<file path="config.mk">
export PLATFORM = sky130hd
export DESIGN_NAME = rf_param_bypass
export DESIGN_NICKNAME = d
export VERILOG_FILES = /design/src/rtl/rf_param_bypass.sv
export SDC_FILE = /design/constraint.sdc
export NUM_CORES = 1
export LEC_CHECK = 0
export BUFFER_PORTS_ARGS = -buffer_cell sky130_fd_sc_hd__buf_4
export CAP_MARGIN = 5
export CORE_MARGIN = 10
export CORE_UTILIZATION = 51
export DETAILED_ROUTE_END_ITERATION = 8
export GPL_ROUTABILITY_DRIVEN = 0
export PLACE_DENSITY = 0.7
export SLEW_MARGIN = 5
export SYNTH_ARGS = -nofsm -noshare
export SYNTH_HDL_FRONTEND = slang
export SYNTH_SLANG_ARGS = --single-unit
</file>
<file path="constraint.sdc">
create_clock -name clk -period 3.96 [get_ports clk]
set_clock_uncertainty 0.15 [all_clocks]
set_input_delay 0.198 -clock clk [delete_from_list [all_inputs] [get_ports clk]]
set_output_delay 0.198 -clock clk [all_outputs]
set_load 0.02 [all_outputs]
</file>
<file path="src/rtl/rf_param_bypass.sv">
// -----------------------------------------------------------------------------
// rf_param_bypass
//
// Parametrised register file for the decode stage. It has two combinational
// read ports and one synchronous write port. It also contains a sequenced
// bulk-clear engine.
//
// Optional features:
//   - same-cycle write-to-read forwarding (BYPASS)
//   - hardwired zero register 0 (ZERO_REG)
//
// The clear engine walks the registers one per clock, from index 0 up to
// DEPTH-1. While it runs, writes are dropped and flagged in the sticky err bit.
//
// Parameters:
//   WIDTH    data width of each register
//   ADDR_W   register select width; DEPTH = 2**ADDR_W
//   BYPASS   1 = forward a same-cycle write to a matching read port
//   ZERO_REG 1 = register 0 reads 0 and ignores writes
//
// Ports:
//   clk          rising-edge clock
//   rst          asynchronous, active-high reset
//   readReg1Sel  read port 1 select
//   readReg2Sel  read port 2 select
//   writeRegSel  write select
//   writeData    write data
//   writeEn      write enable
//   clearReq     single-cycle request to zero all registers
//   readData1    read port 1 data (combinational)
//   readData2    read port 2 data (combinational)
//   busy         high while the clear sequence runs (registered)
//   err          sticky protocol error: write attempted during clear (registered)
// -----------------------------------------------------------------------------
module rf_param_bypass #(
  parameter int WIDTH    = 16,
  parameter int ADDR_W   = 3,
  parameter int BYPASS   = 1,
  parameter int ZERO_REG = 0
) (
  input  logic              clk,
  input  logic              rst,
  input  logic [ADDR_W-1:0] readReg1Sel,
  input  logic [ADDR_W-1:0] readReg2Sel,
  input  logic [ADDR_W-1:0] writeRegSel,
  input  logic [WIDTH-1:0]  writeData,
  input  logic              writeEn,
  input  logic              clearReq,
  output logic [WIDTH-1:0]  readData1,
  output logic [WIDTH-1:0]  readData2,
  output logic              busy,
  output logic              err
);

  localparam int                DEPTH    = 2 ** ADDR_W;
  localparam logic [ADDR_W-1:0] LAST_IDX = ADDR_W'(DEPTH - 1);
  localparam logic [ADDR_W-1:0] ZERO_IDX = {ADDR_W{1'b0}};
  localparam logic [ADDR_W-1:0] ONE_IDX  = ADDR_W'(1);

  typedef enum logic {
    IDLE  = 1'b0,
    CLEAR = 1'b1
  } state_t;

  state_t             state_r;
  state_t             stateNext_s;
  logic [ADDR_W-1:0]  clearCnt_r;
  logic [WIDTH-1:0]   regFile_r [DEPTH];
  logic               busy_r;
  logic               err_r;

  logic               clearLast_s;
  logic               writeOk_s;
  logic               fwdEn_s;

  // True when sel addresses the hardwired zero register.
  function automatic logic isZeroSel(input logic [ADDR_W-1:0] sel);
    return (ZERO_REG != 0) && (sel == ZERO_IDX);
  endfunction

  assign clearLast_s = (state_r == CLEAR) && (clearCnt_r == LAST_IDX);

  // A write lands only in IDLE. Writes aimed at the zero register are
  // dropped silently and are not treated as an error.
  assign writeOk_s = writeEn && (state_r == IDLE) && !isZeroSel(writeRegSel);

  // Forwarding is suppressed during reset so that reads return 0 while rst
  // is held.
  assign fwdEn_s = (BYPASS != 0) && writeEn && (state_r == IDLE) && !rst;

  // Next-state logic of the clear sequencer.
  always_comb begin
    stateNext_s = state_r;
    case (state_r)
      IDLE: begin
        if (clearReq) begin
          stateNext_s = CLEAR;
        end else begin
          stateNext_s = IDLE;
        end
      end
      CLEAR: begin
        // A clearReq seen here is ignored: the sequence never restarts.
        if (clearCnt_r == LAST_IDX) begin
          stateNext_s = IDLE;
        end else begin
          stateNext_s = CLEAR;
        end
      end
      default: stateNext_s = IDLE;
    endcase
  end

  // Sequencer state register.
  always_ff @(posedge clk or posedge rst) begin
    if (rst) begin
      state_r <= IDLE;
    end else begin
      state_r <= stateNext_s;
    end
  end

  // Clear index. It is held at 0 in IDLE, so every sequence starts at
  // register 0. Wrapping past DEPTH-1 coincides with the return to IDLE.
  always_ff @(posedge clk or posedge rst) begin
    if (rst) begin
      clearCnt_r <= ZERO_IDX;
    end else if (state_r == CLEAR) begin
      if (clearLast_s) begin
        clearCnt_r <= ZERO_IDX;
      end else begin
        clearCnt_r <= clearCnt_r + ONE_IDX;
      end
    end else begin
      clearCnt_r <= ZERO_IDX;
    end
  end

  // Register storage.
  // In CLEAR, exactly one register is zeroed per edge.
  // In IDLE, at most one register is written.
  // A write in the same cycle as the clear request still happens; the clear
  // then zeroes that register later in the sequence.
  always_ff @(posedge clk or posedge rst) begin
    if (rst) begin
      for (int i = 0; i < DEPTH; i++) begin
        regFile_r[i] <= {WIDTH{1'b0}};
      end
    end else begin
      for (int i = 0; i < DEPTH; i++) begin
        if (state_r == CLEAR) begin
          if (clearCnt_r == ADDR_W'(i)) begin
            regFile_r[i] <= {WIDTH{1'b0}};
          end else begin
            regFile_r[i] <= regFile_r[i];
          end
        end else if (writeOk_s && (writeRegSel == ADDR_W'(i))) begin
          regFile_r[i] <= writeData;
        end else begin
          regFile_r[i] <= regFile_r[i];
        end
      end
    end
  end

  // Busy flag. It tracks the sequencer state one edge early, so it is high
  // for exactly DEPTH cycles per clear.
  always_ff @(posedge clk or posedge rst) begin
    if (rst) begin
      busy_r <= 1'b0;
    end else begin
      busy_r <= (stateNext_s == CLEAR);
    end
  end

  // Sticky protocol error: a write attempted while clearing. Only rst
  // releases it.
  always_ff @(posedge clk or posedge rst) begin
    if (rst) begin
      err_r <= 1'b0;
    end else if ((state_r == CLEAR) && writeEn) begin
      err_r <= 1'b1;
    end else begin
      err_r <= err_r;
    end
  end

  // Read port 1: zero register, then forwarding, then stored contents.
  always_comb begin
    readData1 = regFile_r[readReg1Sel];
    if (isZeroSel(readReg1Sel)) begin
      readData1 = {WIDTH{1'b0}};
    end else if (fwdEn_s && (writeRegSel == readReg1Sel)) begin
      readData1 = writeData;
    end else begin
      readData1 = regFile_r[readReg1Sel];
    end
  end

  // Read port 2: same priority as port 1.
  always_comb begin
    readData2 = regFile_r[readReg2Sel];
    if (isZeroSel(readReg2Sel)) begin
      readData2 = {WIDTH{1'b0}};
    end else if (fwdEn_s && (writeRegSel == readReg2Sel)) begin
      readData2 = writeData;
    end else begin
      readData2 = regFile_r[readReg2Sel];
    end
  end

  assign busy = busy_r;
  assign err  = err_r;

endmodule

</file>
* Word-level counts from Yosys, hierarchy flattened
Cells that the tools add are included.
** Cells by class
- Bitwise logic cells :: 3
- Add/subtract/negate cells :: 1
- Equal/unequal tests :: 24
- Magnitude comparators :: 2
- Multiplexer cells :: 37
- Reductions and logical operators :: 33
** Operator list (count)
- 16-bit two-way mux :: 30
- 16-bit binary-select mux with 3-bit select :: 2
- 3-bit == test, second input constant :: 8
- 2-bit by 1-bit inequality test with 1-bit output, second input constant :: 8
- 2-bit AND reduction :: 8
- 2-bit nonzero test :: 8
- 1-bit logical AND :: 14
- 3-bit by 2-bit == test with 1-bit output, second input constant :: 4
- 4-bit >= comparator, second input constant :: 2
- 3-bit inverter with 4-bit output :: 2
- 3-bit by 1-bit == test with 1-bit output, second input constant :: 2
- 3-bit == test :: 2
- 3-bit zero test :: 2
- 3-bit two-way mux :: 2
- 3-bit by 1-bit adder with 3-bit output, second input constant :: 1
- 1-bit two-way mux :: 2
- 1-bit one-hot mux with 2 select lines :: 1
- 1-bit zero test :: 1
- 1-bit inverter :: 1
** Storage, ports and cells
- Output and inout port bits :: 34
- Word-level logic and storage cells :: 111
- Input bits :: 29
- Register bits after elaboration :: 133

* Longest topological paths before layout
Gate-level depths: netlist of run 1.
- Word-level depth :: 5
- Gate-level depth with buffers :: 7
- Mapped depth without buffers :: 5

* Worst setup path after synthesis of run 1
No wires, ideal clock.
- Kind :: register -> output
- From :: register, netlist name busy
- To :: output readData2[0]
- Data arrival time :: 1626 ps
- Required time :: 3612 ps
- Path buffers :: 2
- Path slack :: 1986 ps
- Stages on the path, launching flop included :: 6
- Path through :: dfrtp_1 buf_6 nor3b_1 nand4_1 clkbuf_1 a21oi_1
** RTL lines
- end, declared :: RTL line 50 : output logic [WIDTH-1:0] readData2,

==> results.sh, run 1 <==
export IMPL_core_um2=15300
export IMPL_cts_setup_buffers=0
export IMPL_synthArstFlopShare=1.00
export IMPL_post_route_min_period_ps=2570
export IMPL_crit_type="flip-flop to primary output"
export IMPL_syn_to_final_growth_pct=14.6
export IMPL_powerDensity_nw_per_um2=670
export IMPL_relSlewSlack=0.205
export IMPL_antenna_found_initial=0
export IMPL_fmax_mhz=389
export IMPL_wl_per_cell_um=24.2
export IMPL_yosysWarnings=0
export IMPL_grt_pass1_vias=5560
export IMPL_ant_nets=0
export IMPL_ys_ff_latch=133
export IMPL_cts_resized=0
export IMPL_synth_area_um2=7960
export IMPL_clkTransAtPathRegs_ps=50
export IMPL_start_kind="flip-flop"
export IMPL_vias_per_cell=6.25
export IMPL_htreeDepth=4
export IMPL_hp_class="input pin to flip-flop"
export IMPL_rsz0062_at_grt="false"
export IMPL_fillers=1185
export IMPL_cts_tree="yes"
export IMPL_worstSetupStartpoint="busy$_DFF_PP0_"
export IMPL_vias=5211
export IMPL_synth_nets=580
export IMPL_vdd_drop_max_v=0.000378
export IMPL_io_pins=63
export IMPL_fin_crit_sh=0.650
export IMPL_finalMaxSlewViolations=0
export IMPL_insertion_delay_ps=410
export IMPL_slowest_delay_ps=540
export IMPL_drt_iter0_drc=329
export IMPL_die_h_um=145
export IMPL_fin_setup_tns_ps=0
export IMPL_max_cap_viol_count=0
export IMPL_synth_edf_count=0
export IMPL_die_w_um=145
export IMPL_path_depth=5
export IMPL_critical_path_top_delay_family="flip-flops"
export IMPL_critPathMaxFanout=32
export IMPL_cpMaxStageDelayCell="dfrtp_1"
export IMPL_tightest_slew_ps=1190
export IMPL_use_met2=0.324
export IMPL_regToRegStartpoint="busy$_DFF_PP0_"
export IMPL_min_path_cells=3
export IMPL_cts_root_buf="clkbuf_16"
export IMPL_grt_use_met1=0.246
export IMPL_worstPathRequired_ps=3610
export IMPL_drt_total_wl_um=20200
export IMPL_cts_sinks=133
export IMPL_final_util=0.598
export IMPL_critPathBufInv=2
export IMPL_ff2ff_path_depth=5
export IMPL_synth_flop_cell="dfrtp_1"
export IMPL_endpoint_kind="primary output"
export IMPL_whs_ps=119
export IMPL_fin_nets=646
export IMPL_io_buffers=62
export IMPL_drc=0
export IMPL_critical_path_most_common_cell="buf_4"
export IMPL_dp_hpwl_um=12700
export IMPL_top_usage_layer="met2"
export IMPL_syn_inst=545
export IMPL_gr_usage_all_layers=0.194
export IMPL_drive_gt1_frac=0.445
export IMPL_yosysUniqueCellTypes=38
export IMPL_numCtsBuffers=17
export IMPL_p_leak_uw=0.00412
export IMPL_grt_pass1_wl_um=32300
export IMPL_die_area_um2=21000
export IMPL_grt_max_degree=71
export IMPL_setup_viol=0
export IMPL_critical_path_cell_chain="nor3b_1 > nand4_1 > buf_4 > a21oi_1 > buf_4"
export IMPL_grt_ovfl_total=0
export IMPL_synth_avg_cell_area_um2=14.6
export IMPL_rows=45
export IMPL_initial_core_util=0.522
export IMPL_cts_buffer_depth=2
export IMPL_outcome="finished, final reports clean"
export IMPL_cp_arrival_ps=2220
export IMPL_hold_viol=0
export IMPL_num_antenna_cells=0
export IMPL_grt_use_met3=0.0376
export IMPL_ys_seq_area_frac=0.418
export IMPL_drtPass1Iterations=5
export IMPL_hold_start="writeRegSel[1]"
[worst min-delay path, stage by stage]
cell     delay (ps)
buf_4           160
o31ai_4         100
mux2_4          190
[flip-flops by register name, indices dropped and copies added (netlist names)]
register / count
clearCnt_r: 3
err: 1
busy: 1
regFile_r: 128
[layout by cell type (no fill, tap or decap), types with 7 or more instances in the layout]
cell type / n
nor2_1: 34
mux4_2: 64
inv_1: 7
mux2_4: 40
buf_4: 73
dfrtp_1: 133
dlygate4sd3_1: 19
o2bb2ai_1: 16
a22o_1: 15
nor2b_1: 9
mux2_2: 56
mux2i_1: 49
clkbuf_16: 17
and2b_2: 8
a21oi_1: 32
[per-layer routing]
layer	vias up	wire [um]
met4	0	402
li1	2226	-
met1	2777	8460
met2	182	10300
met5	-	0
met3	26	997
[metrics by stage]
stage / total power [uW] / instance area (um2) / std cells / setup slack (ps)
after CTS: 6120 / 9120 / 834 / 1380
after floorplan: 4040 / 7960 / 545 / 57.6
after global placement: 4620 / 8410 / 784 / 1630
after detailed placement: 4720 / 8410 / 784 / 1530
after global routing: 6420 / 9120 / 834 / 1220
final: 6110 / 9120 / 834 / 1390
[cell type report]
| type | instances | area, um2 | share of cell area |
|---|---|---|---|
| Clock buffer | 26 | 489 | 0.0536 |
| Timing Repair Buffer | 93 | 758 | 0.0832 |
| Multi-Input combinational cell | 358 | 4220 | 0.463 |
| Sequential cell | 133 | 3330 | 0.365 |
| Tap cell | 211 | 264 | 0.0290 |
| Clock inverter | 5 | 25.0 | 0.00274 |
| Inverter | 8 | 32.5 | 0.00357 |
[where the power goes]
group	leakage, uW	internal [uW]	switching, uW
Sequential	0.00176	1850	424
Clock	0.000258	840	551
Combinational	0.00211	1360	1090
Total	0.00412	4050	2060
[final timing paths]
path,to,slack (ps)
setup reg to reg,regFile_r[26]$_DFFE_PP0P_,1510
hold / removal,regFile_r[51]$_DFFE_PP0P_,120
max in group asynchronous,regFile_r[118]$_DFFE_PP0P_,2450
hold reg to reg,err$_DFFE_PP0P_,320
min in group asynchronous,busy$_DFF_PP0_,380
setup / recovery,readData1[0],1390
[synth_stat cells (2+ instances only)]
master,instances,area (um2)
and2b_2,8,70.1
mux2_2,56,631
nand3_1,3,15.0
o2bb2ai_1,16,140
mux2i_1,49,490
nand4_1,2,12.5
nor2b_1,9,56.3
o31ai_4,3,63.8
buf_2,15,75.1
clkbuf_1,5,18.8
a32o_1,2,20.0
nor2_1,34,128
mux4_2,64,1440
a21oi_1,32,160
buf_4,9,67.6
mux2_4,40,601
clkbuf_8,2,27.5
inv_1,8,30.0
xnor2_1,6,52.6
a22o_1,15,131
buf_6,9,101
dfrtp_1,133,3330
buf_1,2,7.51
ha_1,6,75.1
buf_12,4,80.1
[what timing repair did]
action	CTS	global route
endpoints found under the setup margin	0	0
hold endpoints to repair	103	0
hold buffers	19	0
[kinds of logic after synthesis]
kind of cell,share of synthesized area
AOI/OAI and AO/OA,0.0706
xor gates and xnor gates,0.00660
adders and majority gates,0.00943
buffers and inverters,0.0513
DFF,0.418
muxes,0.397
and+or+nand+nor,0.0464
(Power assumes the default switching activity.)
==> run 2, diff against run 1 <==
==> constraint.sdc (replaced) <==
create_clock -name clk -period 2.2 [get_ports clk]
set_clock_uncertainty 0.15 [all_clocks]
set_input_delay 0.11 -clock clk [delete_from_list [all_inputs] [get_ports clk]]
set_output_delay 0.11 -clock clk [all_outputs]
set_load 0.02 [all_outputs]
==> results.sh, run 2 (synthesized netlist as in run 1, its figures left out) <==
export IMPL_setup_viol=0
export IMPL_drtPass1Iterations=5
export IMPL_gr_usage_all_layers=0.195
export IMPL_ant_nets=0
export IMPL_cpMaxStageDelayCell="dfrtp_2"
export IMPL_grt_ovfl_total=0
export IMPL_die_area_um2=21000
export IMPL_critPathBufInv=3
export IMPL_cp_arrival_ps=1900
export IMPL_vias=5312
export IMPL_worstSetupStartpoint="busy$_DFF_PP0_"
export IMPL_fin_setup_tns_ps=0
export IMPL_start_kind="flip-flop"
export IMPL_endpoint_kind="primary output"
export IMPL_drc=0
export IMPL_ff2ff_path_depth=4
export IMPL_io_pins=63
export IMPL_cts_sinks=133
export IMPL_numCtsBuffers=17
export IMPL_clkTransAtPathRegs_ps=50
export IMPL_antenna_found_initial=0
export IMPL_path_depth=6
export IMPL_largestRegisters="regFile_r (128), clearCnt_r (3)"
export IMPL_fin_crit_sh=0.983
export IMPL_cts_buffer_depth=2
export IMPL_vias_per_cell=6.13
export IMPL_finalMaxSlewViolations=0
export IMPL_dp_hpwl_um=13700
export IMPL_vdd_drop_max_v=0.000633
export IMPL_final_cell_area_um2=9490
export IMPL_dpl_cell_area_um2=8710
export IMPL_initial_core_util=0.522
export IMPL_hp_class="input pin to asynchronous set/reset pin"
export IMPL_rsz0062_at_grt="true"
export IMPL_regArea_um2=3330
export IMPL_die_w_um=145
export IMPL_critical_path_top_delay_family="buffers and inverters"
export IMPL_critical_path_cell_chain="nor3b_2 > nand4_1 > buf_6 > buf_6 > a21oi_1 > buf_4"
export IMPL_r2r_end="regFile_r[12]$_DFFE_PP0P_"
export IMPL_crit_type="flip-flop to primary output"
export IMPL_relSlewSlack=0.354
export IMPL_wl_per_cell_um=23.8
export IMPL_slowest_delay_ps=450
export IMPL_layout_commonest_cell="dfrtp_1"
export IMPL_critPathMaxFanout=8
export IMPL_core_um2=15300
export IMPL_regToRegStartpoint="clearCnt_r[0]$_DFF_PP0_"
export IMPL_drt_iter0_drc=375
export IMPL_top_register="regFile_r"
export IMPL_num_antenna_cells=0
export IMPL_post_route_min_period_ps=2160
export IMPL_worstPathRequired_ps=1940
export IMPL_hold_viol=0
export IMPL_final_cell_mix="dfrtp_1 (132), buf_4 (95), mux4_2 (64), mux2_2 (56), mux2i_1 (49)"
export IMPL_cts_tree="yes"
export IMPL_powerDensity_nw_per_um2=1180
export IMPL_die_h_um=145
export IMPL_outcome="finished, final reports clean"
export IMPL_fmax_mhz=463
export IMPL_grt_pass1_vias=5547
export IMPL_grt_pass1_wl_um=32700
export IMPL_fillers=1162
export IMPL_tightest_slew_ps=969
export IMPL_multi_input_area_um2=4240
export IMPL_largest_reg_flops=128
export IMPL_io_buffers=62
export IMPL_p_leak_uw=0.00430
export IMPL_fin_nets=679
export IMPL_insertion_delay_ps=420
export IMPL_critical_path_most_common_cell="buf_6"
export IMPL_grt_max_degree=49
export IMPL_syn_to_final_growth_pct=19.3
export IMPL_drive_gt1_frac=0.478
export IMPL_rows=45
export IMPL_reg2reg_slack_ps=130
export IMPL_max_cap_viol_count=0
export IMPL_drt_total_wl_um=20600
export IMPL_cts_root_buf="clkbuf_16"
export IMPL_htreeDepth=4
-- run 2: how the worst max path moves through the flow --
| stage | to | slack [ps] |
|---|---|---|
| 2_1_floorplan | regFile_r[32]$_DFFE_PP0P_ | 250 |
| 5_1_grt | readData1[0] | -20 |
| 6_report | readData1[13] | 40 |
| 4_1_cts | readData1[11] | 6 |
| 3_3_place_gp | regFile_r[7]$_DFFE_PP0P_ | 220 |
| 3_5_place_dp | regFile_r[71]$_DFFE_PP0P_ | 170 |
-- run 2: cell type report --
class | instances | area share
multi-input cells | 358 | 0.446
flip-flops and latches | 133 | 0.351
repair buffers | 126 | 0.117
clock buffers | 25 | 0.0490
well taps | 211 | 0.0278
clock inverters | 5 | 0.00554
inverters | 8 | 0.00356
-- run 2: worst reg2reg max path: cells and delay by family (launching register included) --
kind / cells / cell delay, ps
AOI/OAI and AO/OA: 2 / 1000
adders and majority gates: 2 / 450
DFF: 1 / 410
-- run 2: repair_timing --
item                                   4_1_cts  5_1_grt
cloned                                       0        2
pin swaps                                    0        2
buffers inserted                             0        4
setup endpoints to repair                   32       28
endpoints found under the hold margin       54        0
resized for setup                            2       11
hold buffers                                19        0
-- run 2: routing by layer --
metal	share of wire	up-vias	global-route usage
li1	-	2278	-
met1	0.42	2840	0.260
met2	0.50	170	0.308
met3	0.062	24	0.0422
met4	0.016	0	0.0674
met5	0	-	0
-- run 2: where the power goes --
group          internal (uW)  leakage (uW)  switching (uW)
Sequential              3330       0.00176             711
Combinational           2600       0.00229            2020
Clock                   1560      0.000251            1010
-- run 2: per-stage QoR --
stage | util | hold slack, ps | setup WS [ps] | cells | total power (uW)
6_report | 0.622 | 177 | 38.1 | 866 | 11200
5_1_grt | 0.622 | 202 | -18.9 | 866 | 11800
4_1_cts | 0.617 | 183 | 5.71 | 860 | 11200
3_5_place_dp | 0.571 | 68.8 | 166 | 811 | 8580
3_3_place_gp | 0.571 | 57.2 | 221 | 811 | 8400
2_1_floorplan | - | 81.1 | 253 | 545 | 7270
